`src/rtl/seq_unsigned_divider_pkg.sv`:
```
// Shared types and constants for the sequential restoring divider.
// State encoding, divide-by-zero result pattern and counter-width helper.
package div_pkg;

  typedef enum logic [1:0] {
    IDLE = 2'd0,
    RUN  = 2'd1,
    DONE = 2'd2
  } state_t;

  // Sliced down to WIDTH bits for quotient and remainder on a zero divisor.
  localparam logic [15:0] DBZ_ONES = 16'hFFFF;

  function automatic int cw_for(input int width);
    return $clog2(width + 1);
  endfunction

endpackage

```
`src/rtl/seq_unsigned_divider_if.sv`:
```
// Operand/result bundle between a requester and the sequential divider.
interface seq_unsigned_divider_if #(
  parameter int WIDTH = 8
);

  logic             ena;
  logic             start;
  logic [WIDTH-1:0] dividend;
  logic [WIDTH-1:0] divisor;
  logic             busy;
  logic             done;
  logic [WIDTH-1:0] quotient;
  logic [WIDTH-1:0] remainder;
  logic             div_by_zero;

  modport master (
    output ena, start, dividend, divisor,
    input  busy, done, quotient, remainder, div_by_zero
  );

  modport slave (
    input  ena, start, dividend, divisor,
    output busy, done, quotient, remainder, div_by_zero
  );

endinterface

```
`src/rtl/seq_unsigned_divider_step.sv`:
```
// One restoring shift-subtract iteration: shift {P,Q} left, trial-subtract D,
// keep the difference and set the new quotient bit when it does not underflow.
module div_step #(
  parameter int WIDTH = 8
) (
  input  logic [WIDTH:0]   p_i,
  input  logic [WIDTH-1:0] q_i,
  input  logic [WIDTH-1:0] d_i,
  output logic [WIDTH:0]   p_o,
  output logic [WIDTH-1:0] q_o
);

  logic [2*WIDTH:0] pq_sh;
  logic [WIDTH:0]   p_sh;
  logic [WIDTH-1:0] q_sh;
  logic [WIDTH:0]   trial;

  assign pq_sh = {p_i, q_i} << 1;
  assign p_sh  = pq_sh[2*WIDTH:WIDTH];
  assign q_sh  = pq_sh[WIDTH-1:0];
  assign trial = p_sh - {1'b0, d_i};

  // A set MSB means the subtraction borrowed: restore P, quotient bit is 0.
  assign p_o = trial[WIDTH] ? p_sh : trial;
  assign q_o = {q_sh[WIDTH-1:1], ~trial[WIDTH]};

endmodule

```
`src/rtl/seq_unsigned_divider.sv`:
```
// Multi-cycle unsigned divider, one quotient bit per enabled clock, with a
// start/busy/done handshake and a one-cycle divide-by-zero shortcut.
module seq_unsigned_divider
  import div_pkg::*;
#(
  parameter int WIDTH = 8,
  parameter int CW    = cw_for(WIDTH)
) (
  input  logic                  clk,
  input  logic                  rst_n,
  seq_unsigned_divider_if.slave bus
);

  localparam logic [CW-1:0] LAST_ITER = CW'(WIDTH - 1);

  state_t           state_q, state_d;
  logic [WIDTH:0]   p_q, p_d;
  logic [WIDTH-1:0] q_q, q_d;
  logic [WIDTH-1:0] d_q, d_d;
  logic [CW-1:0]    cnt_q, cnt_d;
  logic [WIDTH-1:0] quo_q, quo_d;
  logic [WIDTH-1:0] rem_q, rem_d;
  logic             dbz_q, dbz_d;

  logic [WIDTH:0]   p_step;
  logic [WIDTH-1:0] q_step;

  div_step #(
    .WIDTH(WIDTH)
  ) u_step (
    .p_i(p_q),
    .q_i(q_q),
    .d_i(d_q),
    .p_o(p_step),
    .q_o(q_step)
  );

  always_ff @(posedge clk or negedge rst_n) begin
    if (!rst_n) begin
      state_q <= IDLE;
      p_q     <= '0;
      q_q     <= '0;
      d_q     <= '0;
      cnt_q   <= '0;
      quo_q   <= '0;
      rem_q   <= '0;
      dbz_q   <= 1'b0;
    end else begin
      state_q <= state_d;
      p_q     <= p_d;
      q_q     <= q_d;
      d_q     <= d_d;
      cnt_q   <= cnt_d;
      quo_q   <= quo_d;
      rem_q   <= rem_d;
      dbz_q   <= dbz_d;
    end
  end

  always_comb begin
    state_d = state_q;
    p_d     = p_q;
    q_d     = q_q;
    d_d     = d_q;
    cnt_d   = cnt_q;
    quo_d   = quo_q;
    rem_d   = rem_q;
    dbz_d   = dbz_q;

    if (bus.ena) begin
      case (state_q)
        IDLE, DONE: begin
          // DONE is a single-cycle pulse unless a new request arrives.
          state_d = IDLE;
          if (bus.start) begin
            if (bus.divisor == '0) begin
              state_d = DONE;
              quo_d   = DBZ_ONES[WIDTH-1:0];
              rem_d   = DBZ_ONES[WIDTH-1:0];
              dbz_d   = 1'b1;
            end else begin
              state_d = RUN;
              p_d     = '0;
              q_d     = bus.dividend;
              d_d     = bus.divisor;
              cnt_d   = '0;
            end
          end
        end
        RUN: begin
          p_d   = p_step;
          q_d   = q_step;
          cnt_d = cnt_q + CW'(1);
          if (cnt_q == LAST_ITER) begin
            state_d = DONE;
            quo_d   = q_step;
            rem_d   = p_step[WIDTH-1:0];
            dbz_d   = 1'b0;
          end
        end
        default: state_d = IDLE;
      endcase
    end
  end

  assign bus.busy        = (state_q == RUN);
  assign bus.done        = (state_q == DONE);
  assign bus.quotient    = quo_q;
  assign bus.remainder   = rem_q;
  assign bus.div_by_zero = dbz_q;

endmodule

```
`src/flat_wrapper.sv`:
```
// flat-port wrapper written by rule: the top's interface ports become plain ports
module seq_unsigned_divider_flat import div_pkg::*;
#(
  parameter int WIDTH = 8,
  parameter int CW    = cw_for(WIDTH)
)
  (clk, rst_n, bus_ena, bus_start, bus_dividend, bus_divisor, bus_busy, bus_done, bus_quotient, bus_remainder, bus_div_by_zero);
  seq_unsigned_divider_if #(.WIDTH(WIDTH)) bus_i ();
  input  logic clk;
  input  logic rst_n;
  input wire logic [$bits(bus_i.ena)-1:0] bus_ena;
  input wire logic [$bits(bus_i.start)-1:0] bus_start;
  input wire logic [$bits(bus_i.dividend)-1:0] bus_dividend;
  input wire logic [$bits(bus_i.divisor)-1:0] bus_divisor;
  output wire logic [$bits(bus_i.busy)-1:0] bus_busy;
  output wire logic [$bits(bus_i.done)-1:0] bus_done;
  output wire logic [$bits(bus_i.quotient)-1:0] bus_quotient;
  output wire logic [$bits(bus_i.remainder)-1:0] bus_remainder;
  output wire logic [$bits(bus_i.div_by_zero)-1:0] bus_div_by_zero;
  assign bus_i.ena = bus_ena;
  assign bus_i.start = bus_start;
  assign bus_i.dividend = bus_dividend;
  assign bus_i.divisor = bus_divisor;
  assign bus_busy = bus_i.busy;
  assign bus_done = bus_i.done;
  assign bus_quotient = bus_i.quotient;
  assign bus_remainder = bus_i.remainder;
  assign bus_div_by_zero = bus_i.div_by_zero;
  seq_unsigned_divider #(.WIDTH(WIDTH), .CW(CW)) u_core (.clk(clk), .rst_n(rst_n), .bus(bus_i));
endmodule
```
`config.mk`:
```
export PLATFORM = sky130hd
export DESIGN_NAME = seq_unsigned_divider_flat
export DESIGN_NICKNAME = d
export VERILOG_FILES = /design/src/rtl/seq_unsigned_divider_pkg.sv /design/src/rtl/seq_unsigned_divider_if.sv /design/src/rtl/seq_unsigned_divider_step.sv /design/src/rtl/seq_unsigned_divider.sv /design/src/flat_wrapper.sv
export SDC_FILE = /design/constraint.sdc
export NUM_CORES = 1
export LEC_CHECK = 0
export ABC_AREA = 1
export CORE_MARGIN = 10
export CORE_UTILIZATION = 55
export CTS_CLUSTER_SIZE = 14
export DETAILED_ROUTE_END_ITERATION = 12
export PLACE_DENSITY = 0.8
export SYNTH_ARGS = -nofsm -noshare
export SYNTH_HDL_FRONTEND = slang
export SYNTH_HIERARCHICAL = 1
export SYNTH_SLANG_ARGS = --single-unit
```
`constraint.sdc`:
```
create_clock -name clk -period 3 [get_ports clk]
set_clock_uncertainty 0.2 [all_clocks]
set_input_delay 0.9 -clock clk [delete_from_list [all_inputs] [get_ports clk]]
set_output_delay 0.9 -clock clk [all_outputs]
set_load 0.01 [all_outputs]
```
==> Implementation_results.wiki <==
{| class="wikitable"
! Metric !! Value
|-
| Run status || completed
|-
| Critical path endpoint category || output port
|-
| Clock tree root driver cell || sky130_fd_sc_hd__clkbuf_8
|-
| Syn_area_per_cell || 7.87 µm²
|-
| Detailed router's first-iteration violation count || 155
|-
| LEAKAGE || 0.00166 µW
|-
| Net switching power || 1480 µW
|-
| Count of buffers inserted at the top-level ports || 38
|-
| Setup TNS after final layout || 0 ps
|-
| Overflow left after global routing || 0
|-
| Number of standard cells after synthesis || 348
|-
| Worst Max-Slew Pin Slew || 567 ps
|-
| Final worst-path cycle share || 0.950
|-
| Final-report hold violation count || 0
|-
| Period minus WS final || 2850 ps
|-
| Clock Path Buffers || 2
|-
| Startpoint types || flop
|-
| Sequential cell area in the final layout || 1180 µm²
|-
| Worst-skew pair later-pin latency || 300 ps
|-
| Yosys Warn Count || 6
|-
| Die height || 90.6 µm
|-
| Wire length per cell after detailed routing || 14.1 µm
|-
| Fin nets || 413
|-
| Data arrival time of the critical path || 1750 ps
|-
| Worst rel slew slack || 0.622
|-
| Sw Ratio || 0.418
|-
| Clock network power share || 0.158
|-
| Max-capacitance violation count || 0
|-
| Portion of total power attributed to sequential cells || 0.301
|-
| Post-Place Cells || 441
|-
| First-pass GRT wire length || 10800 µm
|-
| Syn_nets || 379
|-
| Top-level port count || 39
|-
| Total power || 3540 µW
|-
| DP HPWL || 4720 µm
|-
| Maximum frequency from static timing analysis || 351 MHz
|-
| Overall Global Routing Usage || 0.156
|-
| Count of final setup violators || 0
|-
| Number of sinks driven by the clock tree || 47
|-
| Routing usage on met3 || 0.0366
|-
| Cell Pwr Density || 1080 nW/µm²
|-
| Layout cells sized above 1 || 0.112
|-
| Number of global-route vias before repair || 2308
|-
| Clock input transition at the sequential cells of the worst setup and hold paths || 90 ps
|-
| Largest net degree at the start of global routing || 26
|-
| Die outline area || 8200 µm²
|-
| Average vias per placed instance || 5.27
|-
| DRC errors left || 0
|-
| Final count of pins violating max slew || 0
|-
| Internal power consumption || 2060 µW
|-
| Total routed wirelength || 6340 µm
|-
| Global Route met2 Usage || 0.264
|-
| Vias || 2371
|-
| Layout filler cell count || 401
|-
| Die width || 90.6 µm
|-
| Routability cong. || 0.849
|-
| Most used routing layer || met2
|-
| CP Max Fanout || 17
|-
| Min-delay worst type || reg2reg
|-
| Pre-Repair DR Iteration Count || 4
|-
| PnR worst setup slack || 151 ps
|-
| WP data required || 1900 ps
|-
| Number of antenna violations at the first check in global routing || 0
|-
| Worst setup path class || reg2out
|-
| Clock tree from TritonCTS || yes
|-
| Diodes inserted || 0
|-
| Initial standard-cell utilization of the core || 0.572
|-
| Final instance count without filler cells || 450
|-
| Global-route track usage on met1 || 0.195
|-
| Cell row count || 25
|-
| Area of combinational cells with multiple inputs || 1290 µm²
|-
| TritonCTS Buffers || 5
|-
| Core Region || 4790 µm²
|-
| Setup slack after placement || 98.6 ps
|-
| Combinational fraction of design power || 0.541
|-
| Antenna viol nets, final || 0
|-
| Synth Cell Area || 2740 µm²
|-
| Peak supply drop || 0.419 mV
|-
| Hold_ws || 274 ps
|-
| Synth-to-layout area growth || 19.6%
|-
| Htree depth || 2
|}
cell usage in the layout, fill, tap and decap left out:
cell / n
sky130_fd_sc_hd__inv_2: 3
sky130_fd_sc_hd__and2_4: 1
sky130_fd_sc_hd__dfrtp_1: 47
sky130_fd_sc_hd__a21oi_1: 3
sky130_fd_sc_hd__o21ai_2: 1
sky130_fd_sc_hd__nand3_4: 1
sky130_fd_sc_hd__o21a_1: 8
sky130_fd_sc_hd__nand2_1: 113
sky130_fd_sc_hd__inv_1: 32
sky130_fd_sc_hd__fa_1: 1
sky130_fd_sc_hd__nand2_2: 3
sky130_fd_sc_hd__o21ai_1: 10
sky130_fd_sc_hd__or2_2: 10
sky130_fd_sc_hd__nor2_1: 14
sky130_fd_sc_hd__o211ai_1: 1
sky130_fd_sc_hd__nand3_1: 28
sky130_fd_sc_hd__inv_4: 1
sky130_fd_sc_hd__nand2_4: 1
sky130_fd_sc_hd__ha_1: 9
sky130_fd_sc_hd__ha_2: 1
sky130_fd_sc_hd__xnor2_1: 1
sky130_fd_sc_hd__buf_4: 10
sky130_fd_sc_hd__xor2_1: 2
sky130_fd_sc_hd__o21ai_0: 10
sky130_fd_sc_hd__a21oi_4: 1
sky130_fd_sc_hd__or2_1: 5
sky130_fd_sc_hd__nand4_1: 17
sky130_fd_sc_hd__nand3b_1: 2
sky130_fd_sc_hd__inv_8: 1
sky130_fd_sc_hd__clkbuf_8: 5
sky130_fd_sc_hd__bufinv_16: 2
sky130_fd_sc_hd__o21ai_4: 1
sky130_fd_sc_hd__buf_2: 1
sky130_fd_sc_hd__clkdlybuf4s50_1: 37
layer usage:
metal	share of wire	up-vias
met5	0	-
met4	0.011	0
met3	0.061	7
met2	0.49	68
met1	0.44	1117
li1	-	1179
state kept, by name, indices dropped and copies added (netlist names):
signal                  flops
u_core/p_q                  8
u_core/bus.div_by_zero      1
u_core/cnt_q                4
u_core/bus.remainder        8
u_core/d_q                  8
u_core/q_q                  8
u_core/bus.quotient         8
u_core/state_q              2
metrics by stage:
stage / cell area, µm² / utilization
5_1_grt: 3270 / 0.684
2_1_floorplan: 2740 / -
6_report: 3270 / 0.684
3_5_place_dp: 3120 / 0.652
3_3_place_gp: 3120 / 0.652
4_1_cts: 3260 / 0.681
cell type report:
class                   instances  area share
clock buffers                   5      0.0210
flip-flops and latches         47       0.359
clock inverters                 3      0.0218
inverters                      36      0.0420
well taps                      67      0.0256
multi-input cells             244       0.393
repair buffers                 48       0.138
final timing paths:
check                           slack (ps)                                   to  cells past startpoint                          startpoint
worst max-delay path                   150                             bus_busy                      3       u_core/state_q[0]$_DFFE_PN0P_
worst min-delay path                   270   u_core/bus.quotient[1]$_DFFE_PN0P_                      2  u_core/bus.quotient[1]$_DFFE_PN0P_
worst max register to register         180  u_core/bus.remainder[2]$_DFFE_PN0P_                     16           u_core/q_q[7]$_DFFE_PN0P_
worst min register to register         270   u_core/bus.quotient[1]$_DFFE_PN0P_                      2  u_core/bus.quotient[1]$_DFFE_PN0P_
max in group asynchronous             1630            u_core/p_q[5]$_DFFE_PN0P_                      2                               rst_n
min in group asynchronous              380            u_core/d_q[3]$_DFFE_PN0P_                      1                               rst_n
critical path, cell delays in order, from the launching register on:
cell	delay, ps
sky130_fd_sc_hd__dfrtp_1	430
sky130_fd_sc_hd__nand2_4	150
sky130_fd_sc_hd__inv_2	260
sky130_fd_sc_hd__clkdlybuf4s50_1	600
repair_timing:
action,CTS,global route
hold buffers,0,0
hold endpoints to repair,0,0
gates resized for setup,0,4
setup buffers,0,1
setup endpoints to repair,0,8
power groups by stage:
| stage | clock network (µW) | registers [µW] | logic [µW] |
|---|---|---|---|
| floorplan | 0 | 1100 | 1290 |
| global placement | 0 | 1070 | 1850 |
| detailed placement | 0 | 1080 | 1880 |
| CTS | 573 | 1070 | 1890 |
| global route | 594 | 1100 | 2150 |
| finish | 561 | 1070 | 1920 |
No activity file was read; power rests on OpenSTA's default activity.
